`config.mk`:
```
export PLATFORM = sky130hd
export DESIGN_NAME = nway_plru_cru
export DESIGN_NICKNAME = d
export VERILOG_FILES = /design/src/rtl/nway_plru_cru.sv
export SDC_FILE = /design/constraint.sdc
export NUM_CORES = 1
export LEC_CHECK = 0
export CORE_MARGIN = 4
export CORE_UTILIZATION = 40
export DETAILED_ROUTE_END_ITERATION = 10
export SYNTH_ARGS = -nofsm -noshare
export SYNTH_HDL_FRONTEND = slang
export SYNTH_SLANG_ARGS = --single-unit
```
`constraint.sdc`:
```
create_clock -name clk -period 8.5 [get_ports clk]
set_input_delay 1.7 -clock clk [delete_from_list [all_inputs] [get_ports clk]]
set_output_delay 1.7 -clock clk [all_outputs]
set_load 0.05 [all_outputs]
```
`src/rtl/nway_plru_cru.sv`:
```
// nway_plru_cru: N-way tree pseudo-LRU replacement unit for set-associative caches.
// Keeps a heap-ordered PLRU tree and a valid vector for every set, nominates a
// victim (an invalid way if there is one, otherwise the tree victim), and walks
// every set clearing its state when a flush is requested.
// Optional build macro: CRU_STATS_EN adds saturating hit/replace counters.
module nway_plru_cru #(
   parameter int ADDR_SIZE  = 32,
   parameter int NUM_SETS   = 16,
   parameter int BLOCK_SIZE = 32,
   parameter int NUM_WAYS   = 4
) (
   input  logic                          clk,
   input  logic                          rst,
   input  logic [ADDR_SIZE-1:0]          addr,
   input  logic                          access,
   input  logic [$clog2(NUM_WAYS)-1:0]   hit_way,
   input  logic                          replace,
   input  logic                          invalidate,
   input  logic [$clog2(NUM_WAYS)-1:0]   inv_way,
   input  logic                          flush,
   output logic [$clog2(NUM_WAYS)-1:0]   preferred,
`ifdef CRU_STATS_EN
   output logic [31:0]                   hit_count,
   output logic [31:0]                   replace_count,
`endif
   output logic                          busy
);

   localparam int OFF_W  = $clog2(BLOCK_SIZE / 4);
   localparam int SET_W  = $clog2(NUM_SETS);
   localparam int WAY_W  = $clog2(NUM_WAYS);
   localparam int TREE_W = NUM_WAYS - 1;

   typedef enum logic {
      ST_IDLE,
      ST_FLUSH
   } state_t;

   state_t                 state;
   state_t                 next_state;
   logic [SET_W-1:0]       counter;
   logic [SET_W-1:0]       next_counter;

   logic [TREE_W-1:0]      tree_q  [NUM_SETS];
   logic [NUM_WAYS-1:0]    valid_q [NUM_SETS];

   logic [SET_W-1:0]       set_idx;
   logic [TREE_W-1:0]      cur_tree;
   logic [NUM_WAYS-1:0]    cur_valid;
   logic [WAY_W-1:0]       victim;
   logic                   idle;
   logic                   flush_accept;
   logic                   do_replace;
   logic                   do_access;
   logic                   do_invalidate;
   logic                   unused_addr;

   // Touch: every node on the root-to-leaf path of way w is pointed away from w.
   // A node at level lvl, position pos covers ways [pos*span, (pos+1)*span).
   function automatic logic [TREE_W-1:0] tree_touch(input logic [TREE_W-1:0] t,
                                                    input logic [WAY_W-1:0]  w);
      logic [TREE_W-1:0] r;
      logic              away;
      int                span;
      int                node;
      r = t;
      for (int lvl = 0; lvl < WAY_W; lvl++) begin
         span = NUM_WAYS >> lvl;
         for (int pos = 0; pos < (1 << lvl); pos++) begin
            node = (1 << lvl) - 1 + pos;
            if ((int'(w) / span) == pos) begin
               away = ((int'(w) % span) < (span / 2));
               r = (r & ~(TREE_W'(1) << node)) | (TREE_W'(away) << node);
            end
         end
      end
      return r;
   endfunction

   // Tree victim: the unique way whose whole path has every node pointing at it.
   function automatic logic [WAY_W-1:0] tree_victim(input logic [TREE_W-1:0] t);
      logic [WAY_W-1:0]  r;
      logic [TREE_W-1:0] shifted;
      logic              match;
      logic              upper;
      int                span;
      int                node;
      r = '0;
      for (int w = 0; w < NUM_WAYS; w++) begin
         match = 1'b1;
         for (int lvl = 0; lvl < WAY_W; lvl++) begin
            span = NUM_WAYS >> lvl;
            for (int pos = 0; pos < (1 << lvl); pos++) begin
               node = (1 << lvl) - 1 + pos;
               if ((w / span) == pos) begin
                  shifted = t >> node;
                  upper   = ((w % span) >= (span / 2));
                  if (shifted[0] != upper) begin
                     match = 1'b0;
                  end
               end
            end
         end
         if (match) begin
            r = WAY_W'(w);
         end
      end
      return r;
   endfunction

   // Lowest-index way whose valid bit is clear (only meaningful if one exists).
   function automatic logic [WAY_W-1:0] first_invalid(input logic [NUM_WAYS-1:0] v);
      logic [WAY_W-1:0]    r;
      logic [NUM_WAYS-1:0] shifted;
      r = '0;
      for (int w = NUM_WAYS - 1; w >= 0; w--) begin
         shifted = v >> w;
         if (!shifted[0]) begin
            r = WAY_W'(w);
         end
      end
      return r;
   endfunction

   assign set_idx     = addr[OFF_W+SET_W-1:OFF_W];
   assign unused_addr = ^addr;
   assign cur_tree    = tree_q[set_idx];
   assign cur_valid   = valid_q[set_idx];

   assign idle          = (state == ST_IDLE);
   assign flush_accept  = idle && flush;
   assign do_replace    = idle && !flush && replace;
   assign do_access     = idle && !flush && !replace && access;
   assign do_invalidate = idle && !flush && !replace && !access && invalidate;

   // Victim selection: invalid ways take precedence over the tree.
   always_comb begin
      victim = '0;
      if (&cur_valid) begin
         victim = tree_victim(cur_tree);
      end else begin
         victim = first_invalid(cur_valid);
      end
   end

   assign preferred = busy ? '0 : victim;

   // Flush sequencer: one set is cleared per cycle until the last set is done.
   always_comb begin
      next_state   = state;
      next_counter = counter;
      case (state)
         ST_IDLE: begin
            if (flush) begin
               next_state   = ST_FLUSH;
               next_counter = '0;
            end
         end
         ST_FLUSH: begin
            if (counter == SET_W'(NUM_SETS - 1)) begin
               next_state   = ST_IDLE;
               next_counter = '0;
            end else begin
               next_counter = counter + SET_W'(1);
            end
         end
         default: begin
            next_state   = ST_IDLE;
            next_counter = '0;
         end
      endcase
   end

   // FSM state, set counter and the registered busy flag.
   always_ff @(posedge clk or negedge rst) begin
      if (!rst) begin
         state   <= ST_IDLE;
         counter <= '0;
         busy    <= 1'b0;
      end else begin
         state   <= next_state;
         counter <= next_counter;
         busy    <= (next_state == ST_FLUSH);
      end
   end

   // Per-set tree and valid storage; flush wins, then replace, access, invalidate.
   always_ff @(posedge clk or negedge rst) begin
      if (!rst) begin
         for (int s = 0; s < NUM_SETS; s++) begin
            tree_q[SET_W'(s)]  <= '0;
            valid_q[SET_W'(s)] <= '0;
         end
      end else if (state == ST_FLUSH) begin
         tree_q[counter]  <= '0;
         valid_q[counter] <= '0;
      end else if (do_replace) begin
         valid_q[set_idx] <= cur_valid | (NUM_WAYS'(1) << victim);
         tree_q[set_idx]  <= tree_touch(cur_tree, victim);
      end else if (do_access) begin
         tree_q[set_idx]  <= tree_touch(cur_tree, hit_way);
      end else if (do_invalidate) begin
         valid_q[set_idx] <= cur_valid & ~(NUM_WAYS'(1) << inv_way);
      end
   end

`ifdef CRU_STATS_EN
   // Saturating statistics, cleared by reset and by an accepted flush.
   always_ff @(posedge clk or negedge rst) begin
      if (!rst) begin
         hit_count     <= '0;
         replace_count <= '0;
      end else if (flush_accept) begin
         hit_count     <= '0;
         replace_count <= '0;
      end else begin
         if (do_access && (hit_count != 32'hFFFF_FFFF)) begin
            hit_count <= hit_count + 32'd1;
         end
         if (do_replace && (replace_count != 32'hFFFF_FFFF)) begin
            replace_count <= replace_count + 32'd1;
         end
      end
   end
`else
   logic unused_flush_accept;
   assign unused_flush_accept = flush_accept;
`endif

endmodule

```
==> flow_summary.yaml <==
floorplanning:
  core_area_mm2: 0.0153
  ios: 45
  die_h_um: 133
  core.rowCount: 45
  die_area_mm2: 0.0177
  start_util_pct: 40.9
  die_w_um: 133
timing:
  post-route-min-period_ns: 6.93
  period_share_pct: 81.6
  final-hold-violation-count: 0
  finalMaxSlewViolations: 0
  tns_ns: 0
  fmax_mhz: 144
  worstMarginPinSlew_ns: 1.10
  rsz0062_at_grt: "no"
  slew-limit-headroom_pct: 26.2
  hold_ws_ns: 0.481
  fin_skew_ns: 0.00857
  setup_violations: 0
flow_run:
  maxCapViolCount: 0
synthesis:
  synth_top_area_share_pct: 27.0
  synth.area.mux_share_pct: 12.4
  syn_avg_cell_area_um2: 11.5
  synth_compound_area_share_pct: 19.0
  yosys_warnings: 0
  synth_fa_ha_area_share_pct: 0.802
  synth_xor_area_share_pct: 0.140
  ys_seq_area_share_pct: 51.4
  syn_inst: 543
  synth_edf_count: 56
  async_reset_ff_share_pct: 52.1
  ys_ff_latch: 117
  synthFlopType: "dfrtp_1"
  syn-num-nets: 589
  synth_area_leader_cell: "edfxtp_1"
  synth_area_leaders: "edfxtp_1 (27%), dfrtp_1 (24%), a22o_1 (8.3%), mux4_2 (7.2%), nand2_1 (6.5%)"
  synth_top_family_by_area: "compound AO/OA/AOI/OAI gates"
  syn_area_mm2: 0.00624
  synth-simple-area-share_pct: 13.1
  synth.distinct_cells: 52
clock_tree:
  cts_buffers: 17
  cts_setup_buffers: 0
  cts-htree-levels: 4
  cts_tree: "built"
  clkTransAtPathRegs_ns: 0.05
  cts_resized: 0
  cts-hold-fix-buffers: 0
  cts_sinks: 117
  clockBufferDepth: 2
  clock_latency_ns: 0.43
  root_buffer: "clkbuf_16"
critical_path:
  critPathArrivalTime_ns: 5.23
  cp-start-kind: "primary input"
  critPathKind: "in -> out"
  cp-end-kind: "output port"
  required_ns: 6.80
  path_max_fanout: 28
global_routing:
  antenna_found_initial: 0
  grt_overflow_total: 0
  grt_max_degree: 64
  grt_usage_pct: 21.4
  grt_pass1_vias: 4782
  grt_pass1_wl_um: 28600
placed_design:
  io_buffers: 16
  gp_congestion: 0.937
  dpl.hpwl_um: 12700
power_and_ir_drop:
  p_comb_share_pct: 34.0
  peakVddDrop_uv: 199
  clock_power_share_pct: 26.8
  switchingPower_uw: 877
  leakage_nw: 2.86
  pwr-share-seq_pct: 39.2
  swShare_pct: 35.9
  powerDensity_mw_per_mm2: 347
  p_int_mw: 1.57
drt:
  wire_per_inst_um: 23.0
  viasPerCell: 6.18
  via_count: 4820
  drt_iter0_markers: 627
  finalWirelength_um: 17900
  drc: 0
  ant_nets: 0
  drt-pass1-iter-count: 5
finish:
  final_cell_mix: "nand2_1 (108), dfrtp_1 (61), a22o_1 (59)"
  drive_gt1_share_pct: 12.8
  num_antenna_cells: 0
  finalNetCount: 602
  syn2layout_area_growth_pct: 13.1
  final_common_cell: "nand2_1"
outcome:
  outcome: "finished clean"
hold_path:
  hold_path_class: "reg -> reg"
layer usage:
metal | GRT usage (%) | up-vias | wire (um) | part of all wire [%]
li1 | - | 2109 | - | -
met1 | 30.0 | 2420 | 7920 | 44
met2 | 31.1 | 255 | 8010 | 45
met3 | 6.08 | 36 | 1500 | 8.4
met4 | 9.01 | 0 | 500 | 2.8
met5 | 0 | - | 0 | 0
cell families (layout without fill, tap and decap cells):
family	count (synthesis)	after routing
and+or+nand+nor	189	189
buffers and inverters	35	61
DFF	117	117
muxes	35	35
AOI/OAI and AO/OA	162	162
adders and majority gates	4	4
xor gates and xnor gates	1	1
path summary, 6_finish.rpt:
path / cells past startpoint / slack [ns] / from / to
worst min register to register: 2 / 0.48 / tree_q[32] / tree_q[32]
worst max register to register: 7 / 5.30 / valid_q[43] / tree_q[22]
worst max-delay path: 9 / 1.57 / addr[3] / preferred[0]
worst min-delay path: 2 / 0.48 / tree_q[32] / tree_q[32]
max in group asynchronous: 2 / 6.53 / rst / valid_q[49]
min in group asynchronous: 2 / 1.44 / rst / tree_q[33]
power groups by stage:
stage	clock (mW)	sequential, mW	combinational [mW]
floorplan	0	0.927	0.594
global placement	0	0.958	0.799
detailed placement	0	0.965	0.817
CTS	0.661	0.958	0.822
global route	0.690	0.981	0.911
finish	0.655	0.959	0.833
cell usage after synthesis (2+ instances only):
cell      number
nor4_1         2
a21o_1         2
dfrtp_1       61
nor3_1         7
nor2b_1        6
mux4_1         9
nand3_1        8
clkbuf_1      11
o21a_1         2
buf_6          3
o21ai_1       12
o22ai_1        2
o21ai_2        9
nand4_1        2
mux4_2        20
ha_1           4
a22o_1        59
a22oi_1        3
a21oi_1       18
nor2_1        34
nand2b_1       3
o21ai_0       37
a31oi_1        3
mux2i_1        4
inv_1          8
and2_1         4
buf_4          5
and3_1         8
buf_2          6
edfxtp_1      56
or3_1          2
a32o_1         6
nand2_1      108
flip-flops by register name, summed over array words and instances (netlist names):
register  flops
valid_q      64
state         1
tree_q       48
counter       4
metrics by stage:
step	cell area (um2)	power [mW]	cells	utilization (%)	setup slack [ns]
detailed placement	6520	1.78	748	42.7	1.61
CTS	7060	2.44	780	46.2	1.60
floorplan	6240	1.52	543	-	2.87
finish	7060	2.45	780	46.2	1.57
global route	7060	2.58	780	46.2	1.38
global placement	6520	1.76	748	42.7	1.64
cell type report:
class | count | area (um2)
flip-flops and latches | 117 | 3210
repair buffers | 21 | 183
clock inverters | 5 | 25.0
well taps | 211 | 264
inverters | 8 | 30.0
fillers | 1390 | 8200
clock buffers | 27 | 513
multi-input cells | 391 | 2830
worst max-delay path: stages:
cell,delay [ns]
buf_2,0.58
buf_4,0.43
mux4_1,0.67
mux4_2,0.53
a21o_1,0.20
o21a_1,0.12
o21ai_0,0.17
a21oi_1,0.09
clkdlybuf4s50_1,0.71
Power figures use the tool's default switching activity.
